[src/rtl/fft_pkg.sv]
`default_nettype none
// +----------------------------------------------------------------------------+
// | fft_pkg : default widths, pipeline latency and complex pack/unpack helpers  |
// |           shared by the radix-4 transform blocks (fft4 / ifft4).            |
// | Revision: 1.0                                                               |
// +----------------------------------------------------------------------------+
package fft_pkg;

  localparam int NB_INPUT_DEF   = 10;
  localparam int NBF_INPUT_DEF  = 7;
  localparam int NB_OUTPUT_DEF  = 8;
  localparam int NBF_OUTPUT_DEF = 7;
  localparam int LATENCY        = 4;

  // A complex word is {re, im}, each nb bits wide; the helpers work on up to
  // 32-bit components held in a 64-bit container.
  function automatic logic signed [31:0] cplx_re(input logic [63:0] x, input int nb);
    logic signed [31:0] r;
    r = signed'(32'(x >> nb));
    r = (r <<< (32 - nb)) >>> (32 - nb);
    return r;
  endfunction

  function automatic logic signed [31:0] cplx_im(input logic [63:0] x, input int nb);
    logic signed [31:0] r;
    r = signed'(32'(x));
    r = (r <<< (32 - nb)) >>> (32 - nb);
    return r;
  endfunction

  function automatic logic [63:0] cplx_pack(input logic signed [31:0] re,
                                            input logic signed [31:0] im,
                                            input int nb);
    logic [63:0] mask;
    mask = (64'd1 << nb) - 64'd1;
    return ((64'(re) & mask) << nb) | (64'(im) & mask);
  endfunction

endpackage
`default_nettype wire

[src/rtl/cbfly2.sv]
`default_nettype none
// +----------------------------------------------------------------------------+
// | cbfly2 : registered complex radix-2 butterfly, sum = a+b, dif = a-b,        |
// |          one bit of growth per component so nothing is lost.               |
// | Revision: 1.0                                                               |
// +----------------------------------------------------------------------------+
module cbfly2 #(
  parameter int W = 10
) (
  input  logic             clk,
  input  logic             rst,
  input  logic [2*W-1:0]   a,
  input  logic [2*W-1:0]   b,
  output logic [2*W+1:0]   sum,
  output logic [2*W+1:0]   dif
);

  logic signed [W:0] a_re;
  logic signed [W:0] a_im;
  logic signed [W:0] b_re;
  logic signed [W:0] b_im;

  assign a_re = {a[2*W-1], a[2*W-1:W]};
  assign a_im = {a[W-1],   a[W-1:0]};
  assign b_re = {b[2*W-1], b[2*W-1:W]};
  assign b_im = {b[W-1],   b[W-1:0]};

  always_ff @(posedge clk or posedge rst) begin
    if (rst) begin
      sum <= '0;
      dif <= '0;
    end else begin
      sum <= {a_re + b_re, a_im + b_im};
      dif <= {a_re - b_re, a_im - b_im};
    end
  end

endmodule
`default_nettype wire

[src/rtl/ifft4.sv]
`default_nettype none
// +----------------------------------------------------------------------------+
// | ifft4 : fully pipelined 4-point inverse DFT with fixed 1/4 scaling,         |
// |         output rounding/truncation and saturation. Build option:           |
// |         IFFT4_ROUND_EN selects round-half-up instead of truncation.         |
// | Revision: 1.0                                                               |
// +----------------------------------------------------------------------------+
module ifft4
  import fft_pkg::*;
#(
  parameter int NB_INPUT   = NB_INPUT_DEF,
  parameter int NBF_INPUT  = NBF_INPUT_DEF,
  parameter int NB_OUTPUT  = NB_OUTPUT_DEF,
  parameter int NBF_OUTPUT = NBF_OUTPUT_DEF
) (
  input  logic                   i_clk,
  input  logic                   i_rst,
  input  logic                   i_valid,
  input  logic [2*NB_INPUT-1:0]  i_x0,
  input  logic [2*NB_INPUT-1:0]  i_x1,
  input  logic [2*NB_INPUT-1:0]  i_x2,
  input  logic [2*NB_INPUT-1:0]  i_x3,
  output logic                   o_valid,
  output logic [2*NB_OUTPUT-1:0] o_x0,
  output logic [2*NB_OUTPUT-1:0] o_x1,
  output logic [2*NB_OUTPUT-1:0] o_x2,
  output logic [2*NB_OUTPUT-1:0] o_x3,
  output logic                   o_sat
);

  localparam int W1   = NB_INPUT + 1;
  localparam int W2   = NB_INPUT + 2;
  localparam int WQ   = W2 + 1;
  localparam int DROP = NBF_INPUT + 2 - NBF_OUTPUT;
  localparam int RND  = (1 << DROP) >> 1;
  localparam logic signed [WQ-1:0] Q_MAX = WQ'((1 << (NB_OUTPUT - 1)) - 1);
  localparam logic signed [WQ-1:0] Q_MIN = WQ'(-(1 << (NB_OUTPUT - 1)));

  logic [2*NB_INPUT-1:0] in0, in1, in2, in3;
  logic [LATENCY-2:0]    vld;

  always_ff @(posedge i_clk or posedge i_rst) begin
    if (i_rst) begin
      in0 <= '0;
      in1 <= '0;
      in2 <= '0;
      in3 <= '0;
      vld <= '0;
    end else begin
      in0 <= i_x0;
      in1 <= i_x1;
      in2 <= i_x2;
      in3 <= i_x3;
      vld <= {vld[LATENCY-3:0], i_valid};
    end
  end

  logic [2*W1-1:0] s_a, s_b, s_c, s_d, jd;
  logic [2*W2-1:0] y0, y1, y2, y3;

  cbfly2 #(.W(NB_INPUT)) u_bf_02 (.clk(i_clk), .rst(i_rst), .a(in0), .b(in2), .sum(s_a), .dif(s_b));
  cbfly2 #(.W(NB_INPUT)) u_bf_13 (.clk(i_clk), .rst(i_rst), .a(in1), .b(in3), .sum(s_c), .dif(s_d));

  // j*d = (-d.im, d.re); -d.im always fits since d.im never reaches the most negative code
  assign jd = (2*W1)'(cplx_pack(-cplx_im(64'(s_d), W1), cplx_re(64'(s_d), W1), W1));

  cbfly2 #(.W(W1)) u_bf_ac (.clk(i_clk), .rst(i_rst), .a(s_a), .b(s_c), .sum(y0), .dif(y2));
  cbfly2 #(.W(W1)) u_bf_bd (.clk(i_clk), .rst(i_rst), .a(s_b), .b(jd),  .sum(y1), .dif(y3));

  // Result is {saturated, value}; the 1/4 scale is free, only the fraction point moves.
  function automatic logic [NB_OUTPUT:0] quant(input logic signed [W2-1:0] v);
    logic signed [WQ-1:0] e;
    logic                 sat;
    e = WQ'(v);
`ifdef IFFT4_ROUND_EN
    e = e + WQ'(RND);
`else
    e = e + WQ'(0 * RND);
`endif
    e   = e >>> DROP;
    sat = 1'b0;
    if (e > Q_MAX) begin
      e   = Q_MAX;
      sat = 1'b1;
    end else if (e < Q_MIN) begin
      e   = Q_MIN;
      sat = 1'b1;
    end
    return {sat, NB_OUTPUT'(e)};
  endfunction

  logic signed [W2-1:0]  comp [8];
  logic [NB_OUTPUT:0]    q    [8];

  always_comb begin
    comp[0] = W2'(cplx_re(64'(y0), W2));
    comp[1] = W2'(cplx_im(64'(y0), W2));
    comp[2] = W2'(cplx_re(64'(y1), W2));
    comp[3] = W2'(cplx_im(64'(y1), W2));
    comp[4] = W2'(cplx_re(64'(y2), W2));
    comp[5] = W2'(cplx_im(64'(y2), W2));
    comp[6] = W2'(cplx_re(64'(y3), W2));
    comp[7] = W2'(cplx_im(64'(y3), W2));
    for (int i = 0; i < 8; i++) begin
      q[i] = quant(comp[i]);
    end
  end

  always_ff @(posedge i_clk or posedge i_rst) begin
    if (i_rst) begin
      o_valid <= 1'b0;
      o_sat   <= 1'b0;
      o_x0    <= '0;
      o_x1    <= '0;
      o_x2    <= '0;
      o_x3    <= '0;
    end else begin
      o_valid <= vld[LATENCY-2];
      o_x0    <= {q[0][NB_OUTPUT-1:0], q[1][NB_OUTPUT-1:0]};
      o_x1    <= {q[2][NB_OUTPUT-1:0], q[3][NB_OUTPUT-1:0]};
      o_x2    <= {q[4][NB_OUTPUT-1:0], q[5][NB_OUTPUT-1:0]};
      o_x3    <= {q[6][NB_OUTPUT-1:0], q[7][NB_OUTPUT-1:0]};
      o_sat   <= q[0][NB_OUTPUT] | q[1][NB_OUTPUT] | q[2][NB_OUTPUT] | q[3][NB_OUTPUT] |
                 q[4][NB_OUTPUT] | q[5][NB_OUTPUT] | q[6][NB_OUTPUT] | q[7][NB_OUTPUT];
    end
  end

endmodule
`default_nettype wire

[config.mk]
export PLATFORM = sky130hd
export DESIGN_NAME = ifft4
export DESIGN_NICKNAME = d
export VERILOG_FILES = /design/src/rtl/fft_pkg.sv /design/src/rtl/cbfly2.sv /design/src/rtl/ifft4.sv
export SDC_FILE = /design/constraint.sdc
export NUM_CORES = 1
export LEC_CHECK = 0
export ABC_AREA = 1
export BUFFER_PORTS_ARGS = -buffer_cell sky130_fd_sc_hd__buf_2
export CORE_MARGIN = 2
export CORE_UTILIZATION = 60
export CTS_BUF_LIST = sky130_fd_sc_hd__clkbuf_2 sky130_fd_sc_hd__clkbuf_4 sky130_fd_sc_hd__clkbuf_8
export CTS_CLUSTER_DIAMETER = 200
export DETAILED_ROUTE_END_ITERATION = 10
export GPL_TIMING_DRIVEN = 0
export HOLD_SLACK_MARGIN = 0.02
export PLACE_DENSITY = 0.8
export SLEW_MARGIN = 20
export SYNTH_ARGS = -nofsm -noshare
export SYNTH_HDL_FRONTEND = slang
export SYNTH_SLANG_ARGS = --single-unit
[constraint.sdc]
create_clock -name i_clk -period 11.3 [get_ports i_clk]
set_input_delay 1.13 -clock i_clk [delete_from_list [all_inputs] [get_ports i_clk]]
set_output_delay 1.13 -clock i_clk [all_outputs]
set_load 0.01 [all_outputs]
After elaboration in Yosys (flattened, before gate mapping)
Index checks and enable logic that the tools add are counted.
{"block": "totals", "regBits": 333, "output_inout_bits": 66}
{"block": "op_classes", "mux": 32, "n_addsub": 17, "magnitude_cmp": 16, "bitwise_logic": 8}
{"cell": "$mux 8", "count": 16}
{"cell": "$gt 10x8->1 const B", "count": 8}
{"cell": "$lt 10x8->1 const B", "count": 8}
{"cell": "$add 11x11->12", "count": 4}
{"cell": "$sub 11x11->12", "count": 4}
{"cell": "$add 10x10->11", "count": 4}
{"cell": "$sub 10x10->11", "count": 4}
{"cell": "$or 22x11->22", "count": 1}
{"cell": "$mux 1", "count": 16}
{"cell": "$neg 11->11", "count": 1}
{"cell": "$or 1x1->1", "count": 7}

Depth between registers and ports, before layout
Gate-level depths: netlist of run 1.
{"block": "depth", "word_depth": 10, "mapped_depth": 19, "mapped_depth_nobuf": 18}

Cells and area by module
A second synthesis of run 1 with hierarchy kept.
{"block": "unflattened", "cells_unflattened": 2350, "area_unflattened_um2": 19102.1}
{"module": "ifft4", "cells_each": 350, "n_inst": 1, "area_per_inst_um2": 4655.7}
{"module": "cbfly2 (u_bf_ac)", "cells_each": 551, "n_inst": 1, "area_per_inst_um2": 3902.5}
{"module": "cbfly2 (u_bf_bd)", "cells_each": 551, "n_inst": 1, "area_per_inst_um2": 3888.7}
{"module": "cbfly2 (u_bf_02)", "cells_each": 449, "n_inst": 1, "area_per_inst_um2": 3350.7}
{"module": "cbfly2 (u_bf_13)", "cells_each": 449, "n_inst": 1, "area_per_inst_um2": 3304.4}

Worst setup path after synthesis of run 1
No wires, ideal clock.
{"block": "synth_timing", "path_type": "register to register", "start": "register u_bf_13.dif[0]", "end": "register u_bf_bd.dif[21]", "required_time_ns": 11.183, "arrival_ns": 2.159, "path_slack_ns": 9.024, "path_stages_with_launch": 15, "synth_period_minus_slack_ns": 2.276, "path_buffers": 1, "setup_time_ns": 0.117, "path_cell_list": "dfrtp_1 -> inv_1 -> ha_1 -> nand3_1 -> nor2_1 -> nand2_1 -> nor2_2 -> xor2_1 -> ha_1 -> buf_2 -> nor2_1 -> and2_1 -> nand3b_1 -> nand4_1 -> nand2_1"}
{"block": "synth_between", "elab_chain_cells": 3}
{"item": "start, declared", "line": "cbfly2.sv:15", "rtl": "output logic [2*W+1:0] dif"}
{"item": "start signal, assigned", "line": "cbfly2.sv:34", "rtl": "dif <= {a_re - b_re, a_im - b_im};"}
{"item": "$neg 11->11", "line": "ifft4.sv:65", "rtl": "assign jd = (2*W1)'(cplx_pack(-cplx_im(64'(s_d), W1), cplx_re(64'(s_d), W1), W1));"}
{"item": "$or 22x11->22", "line": "fft_pkg.sv:36", "rtl": "return ((64'(re) & mask) << nb) | (64'(im) & mask);"}
{"item": "$sub 11x11->12", "line": "cbfly2.sv:34"}
{"item": "end signal, assigned", "line": "cbfly2.sv:34"}
{"item": "end, declared", "line": "cbfly2.sv:15"}
No other way between the ends.

Worst setup path after layout of run 1
Same ends and word-level chain as after synthesis.

==> results of run 1 <==
[cells in the mapped netlist]
master	instances	area share [%]
nor2_2	5	0.17
nand2_2	12	0.42
inv_1	347	7.2
nand4_1	41	1.4
nor3_2	1	0.055
xor2_1	79	3.8
nand3_1	102	2.8
or2_0	1	0.035
o21ai_2	5	0.24
nor3_1	7	0.19
xnor2_1	11	0.53
buf_2	42	1.2
a21oi_2	12	0.58
ha_1	165	11
a21oi_4	3	0.27
inv_2	7	0.15
clkbuf_1	8	0.17
o21bai_4	3	0.31
nand3_2	2	0.11
buf_6	5	0.31
o21ai_0	22	0.61
dfrtp_1	313	43
and2_1	7	0.24
a21o_1	14	0.58
buf_4	4	0.17
nand3b_1	7	0.29
o21bai_2	8	0.50
nand2_1	733	15
o21bai_1	22	0.91
o211ai_1	1	0.042
a21oi_1	75	2.1
fa_1	8	0.89
nor2_1	174	3.6
[through the flow]
step / TNS, ns / util (%) / hold WS (ns) / cells / worst slack, ns
2_1_floorplan: 0 / - / 0.3312 / 2246 / 1.512
3_3_place_gp: -210.37 / 65.06 / 0.3314 / 2784 / -0.7154
3_5_place_dp: 0 / 65.36 / 0.3394 / 2787 / 8.622
4_1_cts: 0 / 68.69 / 0.3541 / 2873 / 8.605
5_1_grt: 0 / 68.69 / 0.3600 / 2873 / 8.351
6_report: 0 / 68.69 / 0.3518 / 2873 / 8.549
[how the worst max path moves through the flow]
stage	from	to	slack, ns	cells past startpoint
3_5_place_dp	u_bf_13.dif[0]	u_bf_bd.dif[21]	8.62	14
2_1_floorplan	i_rst	in0[0]	1.51	1
6_report	u_bf_13.dif[0]	u_bf_bd.dif[21]	8.55	15
4_1_cts	u_bf_13.dif[0]	u_bf_bd.dif[21]	8.61	14
3_3_place_gp	i_rst	in2[17]	-0.72	2
5_1_grt	u_bf_13.dif[0]	u_bf_bd.dif[21]	8.35	15
[kinds of logic after synthesis]
logic type      count (synthesis)  share of synthesized area (%)
xor+xnor                       90                          4.366
fa+ha+maj                     173                          12.32
buf+inv                       413                          9.169
compound gates                165                          6.134
flops                         313                          43.38
simple gates                 1092                          24.62
[worst max-delay path, delay by kind of cell (launching register included)]
| kind | cells | cell delay [ns] |
|---|---|---|
| adders and majority gates | 2 | 0.47 |
| xor gates and xnor gates | 1 | 0.17 |
| buffers and inverters | 2 | 0.33 |
| DFF | 1 | 0.51 |
| and+or+nand+nor | 10 | 1.18 |
[metal layers]
layer / routed length, um / global-route usage (%) / share of wire (%)
met1: 19270 / 38.53 / 48
met2: 17470 / 40.91 / 44
met5: 0 / 0 / 0
met4: 695 / 5.977 / 1.7
met3: 2476 / 3.599 / 6.2
[power by group]
part	total, mW	leakage (nW)	internal [mW]	switching [mW]
registers	1.60	3.65	1.46	0.141
logic	1.75	7.35	0.611	1.14
clock network	0.941	0.526	0.508	0.433
[layout make-up]
cell class	count	area (um^2)	area share (%)
multi-input combinational	1520	8566	42.07
buffer	59	326.6	1.604
timing repair buffer	151	823.3	4.044
inverter	354	1336	6.563
clock buffer	69	887.1	4.357
sequential	313	7833	38.47
clock inverter	17	100.1	0.4916
tap	390	488.0	2.397
==> results.md, run 1 <==
* CP most frequent cell: nand2_1
* Register area share after synthesis at 43.38%
* Initial drt markers at slightly below 900
* Period Utilization, post-route at 24.35%
* Slew HR at between 50% and 60%
* WHS Path Cells at 0
* CTS H-Tree Depth at 2
* Clock transition at path regs at ~0.060 ns
* CP Data Required Time at 11.80 ns
* Worst hold path type: reg -> reg
* Hold Path Sink: vld[1]
* Biggest regs: u_bf_02.dif x22, u_bf_13.dif x22
* CORE AREA at 0.02964 mm^2
* Die height at approximately 180 um
* Commonest cells after routing, fill and taps aside: nand2_1 (733), inv_1 (346), dfrtp_1 (313), buf_2 (190), nor2_1 (174)
* Total global-route track usage at a little over a quarter
* Routed WL per cell at 13.89 um
* Ports at between 100 and 150
* First-pass DRT Iterations at 6
* DP Area at 0.01937 mm^2
* #FFs+latches synth at about 310
* Post-Route Skew at 0.02784 ns
* Post-detail-place hpwl at 31700 um
* R2r setup slk at about 8.5 ns
* FMAX at between 0.3 and 0.4 GHz
* DR DRC count at 0
* Clk_lat worst skew at 0.57 ns
* Max-capacitance violation count at 0
* Leading cell type in the layout, fill and taps excluded: nand2_1
* HP Start: vld[0]
* Leak pwr at approximately 12 nW
* Post-Route WL at 39910 um
* CTS Buffer Depth at 3
* Post-CTS setup buffers at 0
* # hold bufs at CTS at 0
* Fin. max-slew vios at 0
* TritonCTS clock tree: built
* Die Wd at around 180 um
* Final Hold Fails at 0
* Finish-stage setup viols at 0
* Power Density at roughly 210 mW/mm^2
* Critical path startpoint category: flop
* Grt total ovfl at 0
* Critical-path cell list: inv_1, ha_1, nand3_1, nor2_1, nand2_1, nor2_2, xor2_1, ha_1, buf_2, nor2_1, and2_1, nand3b_1, nand3_1, nand2_1, nand2_1
* Area Growth Syn to Fin at 12.77%
* Setup CP Type: reg -> reg
* Row cnt at 63
* Root Buffer: clkbuf_8
* Largest net degree at the start of global routing at 95
* Vias per cell at between 4 and 5
* Netlist Area Pre-Place at 0.01805 mm^2
* ANT nets after route at 0
* Mapped Cells at between 2000 and 2500
* Vias in the first global route at approximately 14000
* # fillers at ~2500
* CP peak stage delay at between 0.5 and 0.6 ns
* Via count at 14323
* Clk sinks at 313
* Layout cells sized above 1 at 13.98%
* DIE AREA at 0.03149 mm^2
* Total power at around 4.3 mW
* Worst reg2reg endpoint: u_bf_bd.dif[21]
* Status: completed
* Mapped Nets at about 2500
* Ant. Diodes at 0
* Port bufs at 148
* Yosys cell types at 33
* RSZ-0062 raised after global routing: no
* Yosys warning total at 0
* Worst reg2reg path depth at 15
* Design Area, Final at a little over 0.02 mm^2
* Worst-path fanout max at 8
* Initial antenna violation count at 0
* Worst r2r src: u_bf_13.dif[0]
* CP Data Arrival Time at 3.25 ns
* First-pass GRT wire length at between 60000 and 70000 um
* TritonCTS buffer count at approximately 50
* PostCTS Resize Cnt at 0
* Layout Nets at 2704
* Worst slew pin tran at slightly above 0.6 ns
* Final min period at roughly 2.8 ns
* Critical-path top delay cell: dfrtp_1
* Crit end category: flop
* Initial core utilization at between 60% and 70%
* Max VDD drop at around 0.13 mV
* Post-Syn Area per Cell at 8.038 um^2
* GP Congestion at roughly 0.93
Note: power is estimated with default switching activity, not from simulation.
==> run 2, diff against run 1 <==
--- a/config.mk
+++ b/config.mk
@@ -8,7 +8,7 @@
 export ABC_AREA = 1
 export BUFFER_PORTS_ARGS = -buffer_cell sky130_fd_sc_hd__buf_2
 export CORE_MARGIN = 2
-export CORE_UTILIZATION = 60
+export CORE_UTILIZATION = 57
 export CTS_BUF_LIST = sky130_fd_sc_hd__clkbuf_2 sky130_fd_sc_hd__clkbuf_4 sky130_fd_sc_hd__clkbuf_8
 export CTS_CLUSTER_DIAMETER = 200
 export DETAILED_ROUTE_END_ITERATION = 10
==> constraint.sdc (replaced) <==
create_clock -name i_clk -period 2.4 [get_ports i_clk]
set_input_delay 0.24 -clock i_clk [delete_from_list [all_inputs] [get_ports i_clk]]
set_output_delay 0.24 -clock i_clk [all_outputs]
set_load 0.01 [all_outputs]
==> results.md, run 2 (synthesis gave the netlist of run 1 again) <==
* CP most frequent cell: nand2_1
* Vias per cell at 4.950
* RSZ-0062 raised after global routing: yes
* GP Congestion at just over 0.9
* Critical-path cell list: inv_4, ha_4, nand3_2, nor2_2, inv_1, nand2_1, inv_1, ha_1, buf_4, nand2_1, inv_1, nand2_1, nand2_1, a21oi_1, xnor2_1
* CTS Buffer Depth at 3
* Initial drt markers at between 1000 and 1500
* Clock power share at 21.7%
* Grt total ovfl at 0
* Worst slew pin tran at approximately 0.56 ns
* Biggest regs: u_bf_02.dif x22, u_bf_13.dif x22
* Slew HR at a little over three fifths
* Final min period at between 2 and 2.5 ns
* Initial core utilization at between 50% and 60%
* Total power at 20.73 mW
* Power Density at 960.9 mW/mm^2
* Worst-path fanout max at 8
* CP peak stage delay at between 0.4 and 0.5 ns
* Post-Route WL at about 42000 um
* CP Data Arrival Time at about 2.8 ns
* First-pass DRT Iterations at 7
* Period Utilization, post-route at a little over nine tenths
* Root Buffer: clkbuf_8
* Sw Ratio at 39.26%
* Post-detail-place hpwl at approximately 32000 um
* Sequential share of power at between 30% and 40%
* Leak pwr at around 12 nW
* TritonCTS clock tree: built
* ANT nets after route at 0
* Leading cell type in the layout, fill and taps excluded: nand2_1
* Layout Nets at around 2800
* Sum of negative setup slack at 0 ns
* Status: completed
* # fillers at between 2000 and 3000
* Ports at about 150
* Finish-stage setup viols at 0
* FMAX at 0.4309 GHz
* Combinational power share at 41.9%
* Critical path startpoint category: flop
* Total global-route track usage at about a quarter
* DR DRC count at 0
* Largest net degree at the start of global routing at 40
* Row cnt at between 60 and 70
* Clk_lat worst skew at 0.60 ns
* TritonCTS buffer count at 48
* Switching power at 8.137 mW
* Commonest cells after routing, fill and taps aside: nand2_1 (726), inv_1 (338), dfrtp_1 (312), buf_2 (186), nor2_1 (166)
* CP Data Required Time at 2.85 ns
* Max-capacitance violation count at 0
* Setup CP Type: reg -> reg
* CP Buf/Inv Count at 5
* Footprint of the multi-input gates at around 0.0088 mm^2
* Initial antenna violation count at 0
* Clock transition at path regs at approximately 0.06 ns
* CORE AREA at roughly 0.031 mm^2
* Routed WL per cell at between 10 and 15 um
* Die height at 182.0 um
* Crit end category: flop
* Via count at 14726
* Die Wd at ~180 um
* Area Growth Syn to Fin at 19.48%
* Vias in the first global route at 14150
* Post-Route Skew at 0.03591 ns
* Fin. max-slew vios at 0
* Ant. Diodes at 0
* Layout Utilization at 68.71%
* DIE AREA at approximately 0.033 mm^2
* Port bufs at 148
* Final Hold Fails at 0
* Layout cells sized above 1 at 15.43%
* First-pass GRT wire length at between 60000 and 70000 um
* Critical-path top delay cell: dfrtp_2
* Crit-path leading delay family: simple AND/OR/NAND/NOR gates
* CTS H-Tree Depth at 2
* Clk sinks at between 300 and 400
* Int Pwr at between 10 and 15 mW
* Max VDD drop at 0.4465 mV
* Sequential Area at about 0.008 mm^2
* Worst hold path type: in -> async
-- run 2: changes by cell type in the layout (fill, tap and decap cells not counted), sizes merged --
cell / change
buf: +13
bufinv: +2
clkbuf: +5
clkinv: -10
clkinvlp: -1
dlygate4sd3: +82
inv: -1
-- run 2: per-stage QoR --
step / worst slack, ns / area, um^2 / cells / hold WS, ns
after floorplan: -2.009 / 18060 / 2246 / 0.2714
after global placement: -3.275 / 19300 / 2796 / 0.3365
after detailed placement: -0.2873 / 19480 / 2805 / 0.3134
after CTS: 0.001352 / 21370 / 2972 / 0.2471
after global routing: -0.03887 / 21570 / 2975 / 0.2713
final: 0.07904 / 21570 / 2975 / 0.2712
-- run 2: area by class of cell --
cell class / instances / area share [%]
timing repair buffer: 247 / 8.353
buffer: 59 / 1.595
multi-input combinational: 1520 / 40.73
clock inverter: 7 / 0.4060
sequential: 313 / 36.32
clock buffer: 73 / 4.078
tap: 402 / 2.332
inverter: 354 / 6.189
-- run 2: metal layers --
metal	global-route usage (%)	up-vias	wire length, um
li1	-	7451	-
met1	38.04	6734	20130
met2	41.33	457	18670
met3	3.650	84	2328
met4	7.903	0	1085
met5	0	-	0
-- run 2: final timing paths --
check / from / end / slack (ns) / depth (start not counted)
worst min-delay path: i_rst / o_x2[0] / 0.27 / 3
worst max register to register: u_bf_13.dif[0] / u_bf_bd.sum[17] / 0.08 / 15
min in group i_clk: i_x2[3] / in2[3] / 0.29 / 2
max in group asynchronous: i_rst / u_bf_ac.dif[19] / 1.10 / 6
worst min register to register: vld[2] / o_valid / 0.35 / 0
worst max-delay path: u_bf_13.dif[0] / u_bf_bd.sum[17] / 0.08 / 15
-- run 2: worst reg2reg max path, cell delays in order, from the launching register on --
cell and delay (ns):
dfrtp_2 0.44, inv_4 0.09, ha_4 0.13, nand3_2 0.09, nor2_2 0.12, inv_1 0.06
nand2_1 0.08, inv_1 0.05, ha_1 0.26, buf_4 0.18, nand2_1 0.14, inv_1 0.05
nand2_1 0.06, nand2_1 0.06, a21oi_1 0.19, xnor2_1 0.20
-- run 2: power groups by stage --
| stage | logic (mW) | registers, mW | clock network (mW) |
|---|---|---|---|
| 2_1_floorplan | 5.53 | 7.79 | 0 |
| 3_3_place_gp | 7.98 | 7.60 | 0 |
| 3_5_place_dp | 8.19 | 7.64 | 0 |
| 4_1_cts | 8.43 | 7.54 | 4.58 |
| 5_1_grt | 9.82 | 7.69 | 4.87 |
| 6_report | 8.69 | 7.54 | 4.49 |
-- run 2: what timing repair did --
item | 4_1_cts | 5_1_grt
resized for setup | 21 | 43
endpoints found under the setup margin | 13 | 12
pin swaps | 7 | 10
hold endpoints to repair | 103 | 0
hold buffers | 82 | 0
setup buffers | 5 | 3
